===== src/rtl/alu_ctrl_pkg.sv =====
// Shared types and constants for the ALU operator-entry controller and the ALU it drives.
// Stage codes double as the stage-LED encoding.
package alu_ctrl_pkg;

    localparam int DATA_WIDTH_DEF = 4;
    localparam int OP_WIDTH_DEF   = 3;

    typedef enum logic [2:0] {
        ST_ENTER_A  = 3'd0,
        ST_ENTER_B  = 3'd1,
        ST_ENTER_OP = 3'd2,
        ST_EXEC     = 3'd3,
        ST_SHOW     = 3'd4
    } stage_t;

    typedef enum logic [1:0] {
        PULSE_NONE = 2'd0,
        PULSE_FWD  = 2'd1,
        PULSE_BACK = 2'd2
    } pulse_t;

    localparam logic [OP_WIDTH_DEF-1:0] OP_ADD = 3'd0;
    localparam logic [OP_WIDTH_DEF-1:0] OP_SUB = 3'd1;
    localparam logic [OP_WIDTH_DEF-1:0] OP_AND = 3'd2;
    localparam logic [OP_WIDTH_DEF-1:0] OP_OR  = 3'd3;
    localparam logic [OP_WIDTH_DEF-1:0] OP_XOR = 3'd4;
    localparam logic [OP_WIDTH_DEF-1:0] OP_NOT = 3'd5;
    localparam logic [OP_WIDTH_DEF-1:0] OP_SHL = 3'd6;
    localparam logic [OP_WIDTH_DEF-1:0] OP_SHR = 3'd7;

    // Simultaneous confirm+back is treated as no action.
    function automatic pulse_t decode_pulse(input logic confirm, input logic back);
        pulse_t p;
        case ({confirm, back})
            2'b10:   p = PULSE_FWD;
            2'b01:   p = PULSE_BACK;
            default: p = PULSE_NONE;
        endcase
        return p;
    endfunction

endpackage


===== src/rtl/alu_seq_timer.sv =====
// Loadable saturating down-counter with terminal-count flag and synchronous clear.
// Shared by the EXEC settle wait and the SHOW idle timeout.
module alu_seq_timer #(
    parameter int WIDTH = 8
) (
    input  logic             clk,
    input  logic             rst_n,
    input  logic             clear,
    input  logic             load,
    input  logic [WIDTH-1:0] load_value,
    input  logic             enable,
    output logic             terminal
);

    logic [WIDTH-1:0] count_r;

    // Counter register: clear beats load beats decrement; holds at zero.
    always_ff @(posedge clk or negedge rst_n) begin
        if (!rst_n) begin
            count_r <= {WIDTH{1'b0}};
        end else if (clear) begin
            count_r <= {WIDTH{1'b0}};
        end else if (load) begin
            count_r <= load_value;
        end else if (enable && (count_r != {WIDTH{1'b0}})) begin
            count_r <= count_r - WIDTH'(1'b1);
        end else begin
            count_r <= count_r;
        end
    end

    assign terminal = (count_r == {WIDTH{1'b0}});

endmodule


===== src/rtl/alu_entry_sequencer.sv =====
// Operator-entry FSM: collects operand A, operand B and opcode from the switches,
// starts the ALU, waits a fixed settle time, then holds the captured result for display.
module alu_entry_sequencer
    import alu_ctrl_pkg::*;
#(
    parameter int DATA_WIDTH  = DATA_WIDTH_DEF,
    parameter int OP_WIDTH    = OP_WIDTH_DEF,
    parameter int ALU_LATENCY = 2,
    parameter int IDLE_CYCLES = 2**26
) (
    input  logic                  iClock,
    input  logic                  iReset_n,
    input  logic                  iConfirmPulse,
    input  logic                  iBackPulse,
    input  logic [DATA_WIDTH-1:0] iSwitches,
    input  logic [DATA_WIDTH-1:0] iAluResult,
    output logic [DATA_WIDTH-1:0] oOperandA,
    output logic [DATA_WIDTH-1:0] oOperandB,
    output logic [OP_WIDTH-1:0]   oOpcode,
    output logic                  oAluStart,
    output logic [DATA_WIDTH-1:0] oResult,
    output logic                  oResultValid,
    output logic [2:0]            oStage,
    output logic [DATA_WIDTH-1:0] oDisplay
);

    localparam int MAX_CNT = (ALU_LATENCY > IDLE_CYCLES) ? ALU_LATENCY : IDLE_CYCLES;
    localparam int CNT_W   = ($clog2(MAX_CNT) < 2) ? 2 : $clog2(MAX_CNT);
    localparam logic [CNT_W-1:0] SETTLE_LOAD = CNT_W'(ALU_LATENCY - 1);
    localparam logic [CNT_W-1:0] IDLE_LOAD   = CNT_W'(IDLE_CYCLES - 1);

    stage_t                state_r;
    stage_t                next_state_s;
    pulse_t                pulse_s;
    logic [DATA_WIDTH-1:0] operand_a_r;
    logic [DATA_WIDTH-1:0] operand_b_r;
    logic [OP_WIDTH-1:0]   opcode_r;
    logic [DATA_WIDTH-1:0] result_r;
    logic [DATA_WIDTH-1:0] display_r;
    logic [DATA_WIDTH-1:0] display_next_s;
    logic                  start_r;
    logic                  valid_r;
    logic                  cap_a_s;
    logic                  cap_b_s;
    logic                  cap_op_s;
    logic                  cap_result_s;
    logic                  timer_clear_s;
    logic                  timer_load_s;
    logic [CNT_W-1:0]      timer_value_s;
    logic                  timer_dec_s;
    logic                  timer_tc_s;

    alu_seq_timer #(
        .WIDTH (CNT_W)
    ) u_timer (
        .clk        (iClock),
        .rst_n      (iReset_n),
        .clear      (timer_clear_s),
        .load       (timer_load_s),
        .load_value (timer_value_s),
        .enable     (timer_dec_s),
        .terminal   (timer_tc_s)
    );

    // Next-state, capture strobes and timer control.
    always_comb begin
        next_state_s  = state_r;
        pulse_s       = decode_pulse(iConfirmPulse, iBackPulse);
        cap_a_s       = 1'b0;
        cap_b_s       = 1'b0;
        cap_op_s      = 1'b0;
        cap_result_s  = 1'b0;
        timer_clear_s = 1'b0;
        timer_load_s  = 1'b0;
        timer_value_s = {CNT_W{1'b0}};
        timer_dec_s   = 1'b0;
        case (state_r)
            ST_ENTER_A: begin
                timer_clear_s = 1'b1;
                if (pulse_s == PULSE_FWD) begin
                    cap_a_s      = 1'b1;
                    next_state_s = ST_ENTER_B;
                end else begin
                    next_state_s = ST_ENTER_A;
                end
            end
            ST_ENTER_B: begin
                timer_clear_s = 1'b1;
                if (pulse_s == PULSE_FWD) begin
                    cap_b_s      = 1'b1;
                    next_state_s = ST_ENTER_OP;
                end else if (pulse_s == PULSE_BACK) begin
                    next_state_s = ST_ENTER_A;
                end else begin
                    next_state_s = ST_ENTER_B;
                end
            end
            ST_ENTER_OP: begin
                if (pulse_s == PULSE_FWD) begin
                    cap_op_s      = 1'b1;
                    timer_load_s  = 1'b1;
                    timer_value_s = SETTLE_LOAD;
                    next_state_s  = ST_EXEC;
                end else if (pulse_s == PULSE_BACK) begin
                    timer_clear_s = 1'b1;
                    next_state_s  = ST_ENTER_B;
                end else begin
                    timer_clear_s = 1'b1;
                    next_state_s  = ST_ENTER_OP;
                end
            end
            ST_EXEC: begin
                // Pulses are deliberately not looked at here.
                if (timer_tc_s) begin
                    cap_result_s  = 1'b1;
                    timer_load_s  = 1'b1;
                    timer_value_s = IDLE_LOAD;
                    next_state_s  = ST_SHOW;
                end else begin
                    timer_dec_s   = 1'b1;
                    next_state_s  = ST_EXEC;
                end
            end
            ST_SHOW: begin
                if (pulse_s == PULSE_FWD) begin
                    timer_clear_s = 1'b1;
                    next_state_s  = ST_ENTER_A;
                end else if (pulse_s == PULSE_BACK) begin
                    timer_clear_s = 1'b1;
                    next_state_s  = ST_ENTER_OP;
                end else if (iConfirmPulse || iBackPulse) begin
                    timer_load_s  = 1'b1;
                    timer_value_s = IDLE_LOAD;
                    next_state_s  = ST_SHOW;
                end else if (timer_tc_s) begin
                    timer_clear_s = 1'b1;
                    next_state_s  = ST_ENTER_A;
                end else begin
                    timer_dec_s   = 1'b1;
                    next_state_s  = ST_SHOW;
                end
            end
            default: begin
                timer_clear_s = 1'b1;
                next_state_s  = ST_ENTER_A;
            end
        endcase
    end

    // Display source follows the stage being entered so it is registered with it.
    always_comb begin
        display_next_s = {DATA_WIDTH{1'b0}};
        case (next_state_s)
            ST_ENTER_A, ST_ENTER_B, ST_ENTER_OP: display_next_s = iSwitches;
            ST_EXEC:                             display_next_s = {DATA_WIDTH{1'b0}};
            ST_SHOW: begin
                if (cap_result_s) begin
                    display_next_s = iAluResult;
                end else begin
                    display_next_s = result_r;
                end
            end
            default:                             display_next_s = {DATA_WIDTH{1'b0}};
        endcase
    end

    // State and status flag registers.
    always_ff @(posedge iClock or negedge iReset_n) begin
        if (!iReset_n) begin
            state_r   <= ST_ENTER_A;
            start_r   <= 1'b0;
            valid_r   <= 1'b0;
            display_r <= {DATA_WIDTH{1'b0}};
        end else begin
            state_r   <= next_state_s;
            start_r   <= (next_state_s == ST_EXEC) && (state_r != ST_EXEC);
            valid_r   <= (next_state_s == ST_SHOW);
            display_r <= display_next_s;
        end
    end

    // Operand, opcode and result capture registers.
    always_ff @(posedge iClock or negedge iReset_n) begin
        if (!iReset_n) begin
            operand_a_r <= {DATA_WIDTH{1'b0}};
            operand_b_r <= {DATA_WIDTH{1'b0}};
            opcode_r    <= {OP_WIDTH{1'b0}};
            result_r    <= {DATA_WIDTH{1'b0}};
        end else begin
            if (cap_a_s) begin
                operand_a_r <= iSwitches;
            end else begin
                operand_a_r <= operand_a_r;
            end
            if (cap_b_s) begin
                operand_b_r <= iSwitches;
            end else begin
                operand_b_r <= operand_b_r;
            end
            if (cap_op_s) begin
                opcode_r <= iSwitches[OP_WIDTH-1:0];
            end else begin
                opcode_r <= opcode_r;
            end
            if (cap_result_s) begin
                result_r <= iAluResult;
            end else begin
                result_r <= result_r;
            end
        end
    end

    assign oOperandA    = operand_a_r;
    assign oOperandB    = operand_b_r;
    assign oOpcode      = opcode_r;
    assign oAluStart    = start_r;
    assign oResult      = result_r;
    assign oResultValid = valid_r;
    assign oStage       = state_r;
    assign oDisplay     = display_r;

endmodule

===== config.mk =====
export PLATFORM = sky130hd
export DESIGN_NAME = alu_entry_sequencer
export DESIGN_NICKNAME = d
export VERILOG_FILES = /design/src/rtl/alu_ctrl_pkg.sv /design/src/rtl/alu_seq_timer.sv /design/src/rtl/alu_entry_sequencer.sv
export SDC_FILE = /design/constraint.sdc
export NUM_CORES = 1
export LEC_CHECK = 0
export BUFFER_PORTS_ARGS = -buffer_cell sky130_fd_sc_hd__buf_2
export CAP_MARGIN = 20
export CORE_ASPECT_RATIO = 1.4
export CORE_MARGIN = 2
export CORE_UTILIZATION = 35
export CTS_CLUSTER_DIAMETER = 30
export DETAILED_ROUTE_END_ITERATION = 8
export PLACE_DENSITY = 0.56
export RECOVER_POWER = 25
export SYNTH_ARGS = -nofsm -noshare
export SYNTH_HDL_FRONTEND = slang
export SYNTH_HIERARCHICAL = 1
export SYNTH_SLANG_ARGS = --single-unit

===== constraint.sdc =====
create_clock -name iClock -period 7.1 [get_ports iClock]
set_input_delay 0.71 -clock iClock [delete_from_list [all_inputs] [get_ports iClock]]
set_output_delay 0.71 -clock iClock [all_outputs]
set_load 0.03 [all_outputs]

After elaboration in Yosys (flattened, before gate mapping)
Cells that the tools add are included.
{ "classes": {"n_addsub": 1, "multipliers": 0, "div_mod_pow": 0, "magnitude_cmp": 0, "n_eq_ne": 13, "n_shift": 0, "n_mux": 43, "n_bitwise": 0, "reduce_logical": 9} }
{ "ops": {"columns": ["cell", "count"], "rows": [
  ["two-way mux 26 bit", 7],
  ["one-hot mux 26 bit (3 select lines)", 1],
  ["logical NOT 26 bit", 1],
  ["nonzero test 26 bit", 1],
  ["subtractor 26 x 1 -> 26 bit (second input constant)", 1],
  ["two-way mux 1 bit", 20],
  ["two-way mux 3 bit", 5],
  ["one-hot mux 3 bit (5 select lines)", 1],
  ["== test 3 x 2 -> 1 bit (second input constant)", 4],
  ["one-hot mux 4 bit (2 select lines)", 1],
  ["== test 3 x 1 -> 1 bit (second input constant)", 2],
  ["== test 3 bit (second input constant)", 2],
  ["logical NOT 3 bit", 2],
  ["two-way mux 2 bit", 3],
  ["one-hot mux 1 bit (3 select lines)", 2],
  ["== test 2 x 1 -> 1 bit (second input constant)", 2],
  ["== test 2 bit (second input constant)", 2],
  ["two-way mux 4 bit", 1],
  ["one-hot mux 2 bit (2 select lines)", 1],
  ["inequality test 3 x 2 -> 1 bit (second input constant)", 1],
  ["nonzero test 3 bit", 1],
  ["OR reduction 3 bit", 1],
  ["logical AND 1 bit", 2],
  ["one-hot mux 1 bit (2 select lines)", 1],
  ["logical OR 1 bit", 1]
]} }
{ "word_totals": {"reg_bits": 50, "latchBits": 0, "ram_bits": 0, "romBits": 0, "input_bits": 12, "output_inout_bits": 24, "word_cells": 75, "memories": 0} }

Longest topological paths before layout
{ "logic_depth": {"ltp_word": 10, "depth_mapped": 14, "mapped_depth_nobuf": 13} }

By module
Netlist, hierarchy kept.
{ "by_module_without_submodules": {"columns": ["mod", "instances", "cells_each", "area_each_um2", "seq_area_each_um2"], "rows": [
  ["alu_seq_timer", 1, 198, 1752.9, 650.6],
  ["alu_entry_sequencer", 1, 97, 1176.1, 600.6]
]} }

Least setup slack after synthesis
Ideal clock, no wire load.
{ "synth_path": {"path_kind": "flip-flop to flip-flop", "start": "register u_timer.count_r[0]", "end": "register u_timer.count_r[23]", "setup_ns": 0.125, "arrival_ns": 3.083, "required_time_ns": 6.975, "setup_slack_ns": 3.892, "path_stages_with_launch": 12, "path_buffers": 1, "synth_period_minus_slack_ns": 3.208, "path_cell_list": "dfrtp_1 > inv_1 > ha_1 > nor2b_1 > nand4_1 > nor2_1 > nand4b_2 > nand2_1 > or2_2 > clkbuf_1 > nor3_1 > a2111oi_0"} }
{ "synth_between": {"word_cells_on_any_way": 21, "classes_between": "add/sub (1); mux (16); reduce/logical (4)"} }
{ "synth_rtl": {"columns": ["element", "line_no", "rtl"], "rows": [
  ["start: declaration", "alu_seq_timer.sv:15", "logic [WIDTH-1:0] count_r;"],
  ["start signal: assignment", "alu_seq_timer.sv:20", "count_r <= {WIDTH{1'b0}};"],
  ["start signal: assignment", "alu_seq_timer.sv:22", "count_r <= {WIDTH{1'b0}};"],
  ["start signal: assignment", "alu_seq_timer.sv:24", "count_r <= load_value;"],
  ["logical NOT 26 bit (*)", "alu_seq_timer.sv:32", "assign terminal = (count_r == {WIDTH{1'b0}});"],
  ["named net timer_tc_s", "alu_entry_sequencer.sv:51", "logic timer_tc_s;"],
  ["two-way mux 1 bit (*)", "alu_entry_sequencer.sv:114", "if (timer_tc_s) begin"],
  ["one-hot mux 1 bit (3 select lines) (*)", "alu_entry_sequencer.sv:77", "case (state_r)"],
  ["named net timer_load_s", "alu_entry_sequencer.sv:48", "logic timer_load_s;"],
  ["two-way mux 26 bit", "alu_seq_timer.sv:23", "end else if (load) begin"],
  ["two-way mux 26 bit", "alu_seq_timer.sv:21", "end else if (clear) begin"]
]} }
Mark *: on every way through the listed nets, which the timed path passes. The rest lies on a longest branch. The select of a mux whose other input is x is not followed.
A chain may end at the register's enable or synchronous reset.

Final worst setup path
Same ends and word-level chain as after synthesis.

==> metrics.md <==
| Metric | Value |
|---|---|
| Synthesized flop and latch total | `50` |
| Area leader, netlist | `dfrtp_1` |
| Vias per cell | `between 5 and 6` |
| P_int | `~740 uW` |
| WP data required | `slightly above 7 ns` |
| Worst ir drop on vdd | `between 200 and 250 uV` |
| Clock Power Share | `about 18%` |
| Ports | `36` |
| Final instance area | `0.00335 sq mm` |
| Fmax | `0.247 GHz` |
| Hold crit path type | `reg -> reg` |
| Dpl hpwl | `4980 microns` |
| Fin cells | `between 400 and 500` |
| Synth Warn # | `6` |
| Setup TNS | `0 ns` |
| Initial Utilization | `35.9%` |
| Reg clk slew, reported paths | `0.07 ns` |
| Register-to-register setup slack | `slightly above 3 ns` |
| Data arrival, critical path | `about 4.2 ns` |
| Wire per inst | `~17 microns` |
| Post-synth top area share | `between 40% and 50%` |
| Global-route wire length before repair | `between 10000 and 15000 microns` |
| Number of synthesized flops with an enable pin | `0` |
| GRT overflow | `0` |
| Top_reg_cell synth | `dfrtp_1` |
| Placed Area | `0.00317 sq mm` |
| Clk buf depth | `2` |
| Relative slew slack | `-79.6%` |
| Die X | `81.3 microns` |
| CTS Root Cell | `clkbuf_16` |
| CP max stage cell | `nand2_1` |
| Worst-Margin Slew | `roughly 2.7 ns` |
| H-tree depth | `2` |
| Area Overhead vs Synth | `14.4%` |
| Antenna diodes | `0` |
| Fin crit share | `roughly 57%` |
| Outcome | `complete, but fails checks` |
| Logic pwr share | `between 50 and 60%` |
| Seq/Total Area, Yosys | `42.7%` |
| RSZ-0062 raised after global routing | `false` |
| Mapped Area | `just under 0.003 sq mm` |
| Final min period | `roughly 4.1 ns` |
| Number of antenna violations at the first check in global routing | `0` |
| Post-CTS sizing | `0` |
| IO Port Bufs | `35` |
| Async set-reset flop share out of synthesis | `100%` |
| WL final | `approximately 7100 microns` |
| Mapped Cells | `295` |
| Synthesized area per cell | `between 9 and 10 sq um` |
| Crit end category | `flop` |
| GRT Util Overall | `between 10% and 20%` |
| Cell area power density | `425 mW/mm^2` |
| Postcts setup bufs | `0` |
| Placed instance count | `~420` |
| Number of global-route vias before repair | `2459` |
| Final setup violation count | `0` |
| Post-layout net count | `342` |
| Critical Path Source Type | `flop` |
| Top area cells in the synthesized netlist | `dfrtp_1 (43%), a211oi_1 (4.6%), mux2_2 (4.2%)` |
| DR iter-0 viols | `95` |
| CTS Buf Count | `5` |
| DRT antenna net count | `0` |
| Worst path cell trace | `inv_1 -> ha_1 -> nor2b_1 -> nand4_1 -> nor2_1 -> nand4b_2 -> nand2_1 -> or2_2 -> inv_1 -> buf_16 -> nor2_1 -> a2111oi_0` |
| Via Count | `2365` |
| Hold-fix buffers at CTS | `0` |
| Final hold vios | `0` |
| Syn nets | `between 300 and 400` |
| Lkg Pwr | `~0.0015 uW` |
| GP Congestion | `~0.81` |
| Max FO, Critical Path | `34` |
| Worst path top cell family by delay | `simple AND/OR/NAND/NOR gates` |
| Sw frac | `a little under half` |
| CTS tree | `yes` |
| Sequential share of power | `between 30% and 40%` |
| Netlist cell types | `56` |
| Failing checks | `capacitance limit, slew limit` |
| CP Class | `reg -> reg` |
| Layout cells sized above 1 | `approximately 22%` |
| Site Rows | `39` |
| Die H | `112 microns` |
| Placeable Area | `a little over 0.008 sq mm` |
| DRC | `0` |
| DRT Pass-1 Iters | `4` |
| Final Skew | `around 0.006 ns` |
| Clk sink count | `50` |
| Final Hold Slack | `roughly 0.50 ns` |
| CP Buf/Inv Count | `3` |
| Switching power | `680 uW` |
| Clk_lat worst skew | `between 0.2 and 0.3 ns` |
| Largest net degree at the start of global routing | `51` |
| Total die area | `slightly above 0.009 sq mm` |
| Largest stage delay, worst path | `0.77 ns` |
| Fin. max-slew vios | `51` |
| Max Cap Viol | `1` |
[kinds of logic (layout without fill, tap and decap cells)]
kind of cell	Yosys count	count (layout)	share of synthesized area [%]
xor gates and xnor gates	15	15	4.49
and+or+nand+nor	107	107	22.1
DFF	50	50	42.7
AOI/OAI and AO/OA	65	65	16.7
muxes	17	17	6.28
adders and majority gates	6	6	2.56
buffers and inverters	35	65	5.13
[path summary, 6_finish.rpt]
path,start,endpoint,cells after the start
hold reg to reg,oOperandB[1],oOperandB[1],1
min in group asynchronous,iReset_n,u_timer/count_r[16],2
setup reg to reg,u_timer/count_r[0],u_timer/count_r[23],12
setup / recovery,u_timer/count_r[0],u_timer/count_r[23],12
max in group asynchronous,iReset_n,oStage[0],2
hold / removal,oOperandB[1],oOperandB[1],1
[Yosys cell counts (all sizes together), types with 2 or more instances]
cell,n
nand4,6
or2,3
inv,18
mux2i,6
nor4,8
a211oi,20
buf,8
or3,5
a311oi,2
nor2,31
a21oi,12
and4,2
dfrtp,50
nor4b,4
xnor2,13
nand4b,2
mux2,11
nand3b,2
or4,2
a221oi,2
o32ai,4
and2,2
a211o,3
nor3,8
clkbuf,9
xor2,2
nand2,13
o21ai,8
a2111oi,6
nor2b,6
nand3,7
and4bb,2
ha,6
[metal layers]
metal,up-vias,global-route usage [%],share of wire [%]
met4,0,6.21,1.6
met5,-,0,0
li1,1141,-,-
met1,1153,21.4,41
met3,10,3.38,4.3
met2,61,29.0,53
[cell usage in the layout (no fill, tap or decap), types with 2 or more instances in the layout]
master     netlist  final
ha_1             6      6
a211oi_1        18     18
or2_2            3      3
buf_4            1      2
mux2i_1          6      6
nor4_1           5      5
inv_1           18     18
a2111oi_0        2      2
mux2_2          11     11
nand2_1         13     13
nor4_4           2      2
clkbuf_16        0      5
a211o_1          3      3
nor2_1          31     31
o21ai_0          8      8
nand3_1          7      7
nor4b_1          3      3
or4_1            2      2
dfrtp_1         50     50
xor2_1           2      2
nand4_1          5      5
nand3b_1         2      2
xnor2_1         13     13
a21oi_1         12     12
and4_1           2      2
a311oi_1         2      2
nor3_1           8      8
or3_1            5      5
nor2b_1          6      6
and2_1           2      2
o32ai_1          4      4
buf_2            6     35
a2111oi_1        4      4
a211oi_2         2      2
[registers in the layout, summed over array words and instances, names as in the netlist]
register	count
oStage	3
oResult	4
oOpcode	3
u_timer/count_r	26
oDisplay	4
oOperandB	4
oResultValid	1
oOperandA	4
oAluStart	1
[per-stage QoR]
stage          util [%]  worst slack (ns)  power [uW]
3_3_place_gp       38.9              2.88        1160
4_1_cts            40.8              2.69        1420
2_1_floorplan         -              3.89         996
3_5_place_dp       38.9              2.70        1160
5_1_grt            41.1              2.50        1530
6_report           41.1              3.05        1420
[layout make-up]
cell class              count  area, sq um
inverters                  18         67.6
fillers                   809         4800
well taps                 102          128
repair buffers             39          221
clock inverters             2         16.3
flip-flops and latches     50         1250
multi-input cells         210         1530
clock buffers               6          139
[power groups by stage]
stage	clock [uW]	sequential (uW)	combinational, uW
2_1_floorplan	0	550	446
5_1_grt	271	446	811
6_report	249	434	740
3_3_place_gp	0	437	718
4_1_cts	259	434	727
3_5_place_dp	0	437	726
Note: power is estimated with default switching activity, not from simulation.
